===== src/rtl/horn_wavegen.sv =====
// horn_wavegen: push-button tone generator driving an R2R DAC from a phase accumulator.
// Saw / triangle / square / two-tone warble; a release lets the current waveform cycle finish.
module horn_wavegen #(
  parameter int DAC_W           = 8,
  parameter int ACC_W           = 24,
  parameter int DEBOUNCE_CYCLES = 500000,
  parameter int WARBLE_CYCLES   = 12500000
) (
  input  logic             c50M,
  input  logic             Reset,
  input  logic             Button,
  input  logic [1:0]       Mode,
  input  logic [ACC_W-1:0] TuneWord,
  output logic [DAC_W-1:0] OutputToDAC,
  output logic             Active
);

  localparam int DBW = (DEBOUNCE_CYCLES > 1) ? $clog2(DEBOUNCE_CYCLES) : 1;
  localparam int WCW = (WARBLE_CYCLES > 1) ? $clog2(WARBLE_CYCLES) : 1;
  localparam logic [DAC_W-1:0] MIDSCALE = {1'b1, {(DAC_W-1){1'b0}}};

  typedef enum logic [1:0] {IDLE, SOUNDING, STOPPING} state_t;

  typedef struct packed {
    logic [1:0]       mode;
    logic [ACC_W-1:0] tune;
  } cfg_t;

  state_t           state, nxt;
  cfg_t             cfg;
  logic [1:0]       sync;
  logic [DBW-1:0]   db_cnt;
  logic             pressed;
  logic [ACC_W-1:0] acc, inc;
  logic [ACC_W:0]   sum;
  logic             wrap;
  logic [WCW-1:0]   wcnt;
  logic             low_tone;
  logic [DAC_W-1:0] saw, tri_w, wave;

  // Button: 2-FF synchroniser, then a level debouncer that needs an unbroken run of disagreement.
  always_ff @(posedge c50M or posedge Reset) begin
    if (Reset) begin
      sync    <= '0;
      db_cnt  <= '0;
      pressed <= 1'b0;
    end else begin
      sync <= {sync[0], Button};
      if (sync[1] == pressed) begin
        db_cnt <= '0;
      end else if (db_cnt == DBW'(DEBOUNCE_CYCLES - 1)) begin
        db_cnt  <= '0;
        pressed <= ~pressed;
      end else begin
        db_cnt <= db_cnt + DBW'(1);
      end
    end
  end

  assign inc  = (cfg.mode == 2'd3 && low_tone) ? (cfg.tune >> 1) : cfg.tune;
  assign sum  = {1'b0, acc} + {1'b0, inc};
  assign wrap = sum[ACC_W];

  always_ff @(posedge c50M or posedge Reset) begin
    if (Reset) state <= IDLE;
    else       state <= nxt;
  end

  // A wrap coinciding with the release in SOUNDING is deliberately ignored.
  always_comb begin
    nxt = state;
    case (state)
      IDLE:     if (pressed) nxt = SOUNDING;
      SOUNDING: if (!pressed) nxt = STOPPING;
      STOPPING: begin
        if (pressed)                         nxt = SOUNDING;
        else if (wrap || cfg.tune == '0)     nxt = IDLE;
      end
      default:  nxt = IDLE;
    endcase
  end

  assign saw   = acc[ACC_W-1 -: DAC_W];
  assign tri_w = acc[ACC_W-2 -: DAC_W];

  always_comb begin
    Active = (state != IDLE);
    case (cfg.mode)
      2'd1:    wave = acc[ACC_W-1] ? ~tri_w : tri_w;
      2'd2:    wave = {DAC_W{acc[ACC_W-1]}};
      default: wave = saw;
    endcase
  end

  // Config is frozen for the whole sound, including STOPPING -> SOUNDING re-presses.
  always_ff @(posedge c50M or posedge Reset) begin
    if (Reset) begin
      cfg         <= '0;
      acc         <= '0;
      wcnt        <= '0;
      low_tone    <= 1'b0;
      OutputToDAC <= MIDSCALE;
    end else if (state == IDLE) begin
      if (pressed) begin
        cfg.mode <= Mode;
        cfg.tune <= TuneWord;
      end
      acc         <= '0;
      wcnt        <= '0;
      low_tone    <= 1'b0;
      OutputToDAC <= MIDSCALE;
    end else begin
      acc         <= sum[ACC_W-1:0];
      OutputToDAC <= wave;
      if (wcnt == WCW'(WARBLE_CYCLES - 1)) begin
        wcnt     <= '0;
        low_tone <= ~low_tone;
      end else begin
        wcnt <= wcnt + WCW'(1);
      end
    end
  end

endmodule


===== config.mk =====
export PLATFORM = sky130hd
export DESIGN_NAME = horn_wavegen
export DESIGN_NICKNAME = d
export VERILOG_FILES = /design/src/rtl/horn_wavegen.sv
export SDC_FILE = /design/constraint.sdc
export NUM_CORES = 1
export LEC_CHECK = 0
export CORE_MARGIN = 1.5
export CORE_UTILIZATION = 64
export CTS_CLUSTER_DIAMETER = 50
export CTS_CLUSTER_SIZE = 25
export DETAILED_ROUTE_END_ITERATION = 12
export PLACE_DENSITY = 0.85
export SYNTH_ARGS = -nofsm -noshare
export SYNTH_HDL_FRONTEND = slang
export SYNTH_SLANG_ARGS = --single-unit

===== constraint.sdc =====
create_clock -name c50M -period 5.83 [get_ports c50M]
set_input_delay 1.166 -clock c50M [delete_from_list [all_inputs] [get_ports c50M]]
set_output_delay 1.166 -clock c50M [all_outputs]
set_load 0.005 [all_outputs]

==> results.yml <==
timing:
  fin_tns_setup_ps: 0
  rsz0062_at_grt: "false"
  timing.final.crit_period_ps: 3750
  clock-skew-final_ps: 10.8
  timing.slew.headroom_pct: 31.6
  fmax_ghz: 0.267
  max_slew.worst_pin.slew_ps: 1020
  period_share_pct: 64.3
  timing_hold_violations_final: 0
  timing.final.setup_violations: 0
  finalMaxSlewViolations: 0
cells_and_area:
  mostFrequentLayoutCell: "sky130_fd_sc_hd__dfrtp_1"
  nNetsFinal: 696
  finish.utilization_pct: 72.8
  most-common-layout-cells: "sky130_fd_sc_hd__dfrtp_1 (106), sky130_fd_sc_hd__nor2_1 (84), sky130_fd_sc_hd__mux2_2 (49)"
  drive_gt1_share_pct: 13.6
  flow.area_growth_from_synthesis_pct: 11.0
  total_inserted_antenna_cells: 0
  layoutNonFillerInstCount: 753
floorplanning:
  floorplan.initialDensity_pct: 65.6
  fp.coreArea_um2: 9200
  chip_width_um: 100
  placement_rows: 35
  die_area_um2: 10000
  die-height_um: 100
  num_io_pins: 38
global_routing:
  use_met3_pct: 3.90
  antenna_violations_before_repair: 0
  most_crowded_layer_gr: "met2"
  grt_pass1_vias: 4559
  global_route.usage.met1_pct: 35.8
  grt_first_pass_wirelength_um: 21400
  grt.met2_usage_pct: 45.2
  grt_util_all_layers_pct: 26.5
  grt_start_max_net_pins: 58
  global_route.overflow_total: 0
hold_path:
  min-delay-start: "sync[0]$_DFF_PP0_"
  whs_endpoint: "sync[1]$_DFF_PP0_"
  worst_hold_path.num_cells: 0
  hp-class: "reg -> reg"
synthesis:
  leading_area_contributor_after_synthesis: "sky130_fd_sc_hd__dfrtp_1"
  synth_edf_count: 0
  yosys.area.top_type_share_pct: 44.0
  postSynth.topFlopCell: "sky130_fd_sc_hd__dfrtp_1"
  post_synth_instance_area_um2: 6030
  async_reset_ff_share_pct: 100
  synth-seq-area-share_pct: 44.4
  synth.avg_cell_area_um2: 9.96
  synth_nets: 664
  post_synth_main_area_contributors: "sky130_fd_sc_hd__dfrtp_1 (44%), sky130_fd_sc_hd__mux2_2 (9.2%), sky130_fd_sc_hd__ha_1 (6.0%), sky130_fd_sc_hd__nor2_1 (5.3%), sky130_fd_sc_hd__xor2_1 (5.2%)"
  post_synth_num_cell_types: 61
  postSynthRegisterBits: 107
  ys.warnings.count: 0
  synth_cells: 605
route:
  drt-total-wl_um: 12300
  vias_per_cell: 6.08
  routed_wire_length_per_instance_um: 16.4
  drt_first_iter_violations: 258
  drc: 0
  detailedRoute.firstPassIterationCount: 5
  vias: 4575
  detail-route-antenna-nets: 0
clock_network:
  worstSkewPairLatency_ps: 370
  postCtsResizedCells: 0
  cts_inserted_buffers: 9
  cts.sink_count: 107
  ctsLongestPathBuffers: 2
  cts_hold_buffers: 0
  cts.reportedPaths.clkPinSlew_ps: 100
  cts.htree.levels: 3
  root_buffer: "sky130_fd_sc_hd__clkbuf_8"
  clock_tree_from_tritoncts: "yes"
  post_cts.repair.setup_buffers: 0
worst_setup_path:
  critical_path.n_buffers_inverters: 1
  cp_data_required_time_ps: 6110
  worst_setup_path_start_kind: "flop"
  reg2regPathDepth: 13
  crit_path_max_fo: 24
  cp_cell_sequence: "ha_1 > nand2_1 > mux2_2 > ha_1 > inv_1 > fa_1 > and2b_2 > o2111ai_2 > nand2_4 > a21oi_4 > o41a_1 > o21ai_2 > mux2i_1"
  crit_family: "simple AND/OR/NAND/NOR gates"
  timing.setup.critical_path_class: "reg -> reg"
  crit-reg2reg-launch: "cfg[24]$_DFFE_PP0P_"
  critPathMostFrequentCell: "sky130_fd_sc_hd__ha_1"
  end_of_the_worst_register_to_register_path: "acc[22]$_DFF_PP0_"
  regToRegSetupSlack_ps: 2080
  critical_path.endpoint_type: "flop"
  worst_path_max_delay_cell: "sky130_fd_sc_hd__nand2_1"
  critical_path.max_stage_delay_ps: 740
  worst-endpoint-arrival_ps: 4030
run:
  drv_cap: 0
pwr:
  peakVddDrop_mv: 0.132
  power.density_cell_area_nw_per_um2: 192
  totalPowerFinal_mw: 1.29
  total_leakage_power_nw: 3.00
placed_design:
  post-place-cells: 737
  port_buffers: 37
  globalplace.congestion: 0.887
  hpwl_dp_um: 8860
run_status:
  outcome: "finished, final reports clean"
## where the power goes
part	switching [mW]	total, mW	internal [mW]
clock	0.256	0.502	0.246
combinational	0.0209	0.0400	0.0191
sequential	0.00252	0.746	0.744
## cells in the mapped netlist (all sizes together), types with 4 or more instances
cell type  count
dfrtp        106
xnor2         21
buf            9
nor3           8
nor2b         10
nand3         23
xor2          36
a21o           9
ha            29
nor4          12
and4           4
o21ai         28
nor2          85
or3            4
inv           14
clkbuf        10
mux2          49
nand4         13
and2           7
nand2         46
a21oi         42
and3           7
## state kept, by name, indices dropped and copies added (netlist names)
register,cells
cfg,26
acc,24
wcnt,24
db_cnt,19
OutputToDAC,8
state,2
sync,2
low_tone,1
pressed,1
## metrics by stage
| stage | instance area (µm²) | hold WS [ps] | setup slack [ps] |
|---|---|---|---|
| global route | 6690 | 394 | 1800 |
| global placement | 6480 | 351 | 2270 |
| detailed placement | 6480 | 350 | 2130 |
| finish | 6690 | 379 | 2080 |
| floorplan | 6030 | 331 | 1850 |
| CTS | 6690 | 390 | 2090 |
## worst max path at each step
stage	from	cells past startpoint	to
after floorplan	Reset	1	OutputToDAC[0]$_DFF_PP0_
after detailed placement	cfg[24]$_DFFE_PP0P_	13	acc[22]$_DFF_PP0_
after CTS	cfg[24]$_DFFE_PP0P_	13	acc[22]$_DFF_PP0_
after global routing	cfg[24]$_DFFE_PP0P_	13	acc[22]$_DFF_PP0_
final	cfg[24]$_DFFE_PP0P_	13	acc[22]$_DFF_PP0_
after global placement	cfg[24]$_DFFE_PP0P_	13	acc[18]$_DFF_PP0_
## per-layer routing
| metal | up-vias | part of all wire [%] |
|---|---|---|
| li1 | 2174 | - |
| met1 | 2244 | 44 |
| met2 | 138 | 49 |
| met3 | 19 | 4.8 |
| met4 | 0 | 1.7 |
| met5 | - | 0 |
## cell type report
cell class	instances	area (µm²)
Clock buffer	11	131
Clock inverter	5	85.1
Fill cell	619	2500
Inverter	14	55.1
Multi-Input combinational cell	465	3210
Sequential cell	107	2680
Tap cell	111	139
Timing Repair Buffer	40	393
## kinds of logic after synthesis
logic type | share of synthesized area [%]
AO/OA/AOI/OAI | 10.1
adder cells (fa/ha/maj) | 6.35
AND/OR/NAND/NOR | 19.2
multiplexers | 9.32
flip-flops | 44.4
XOR/XNOR | 8.28
buffers and inverters | 2.32
Note: power is estimated with default switching activity, not from simulation.
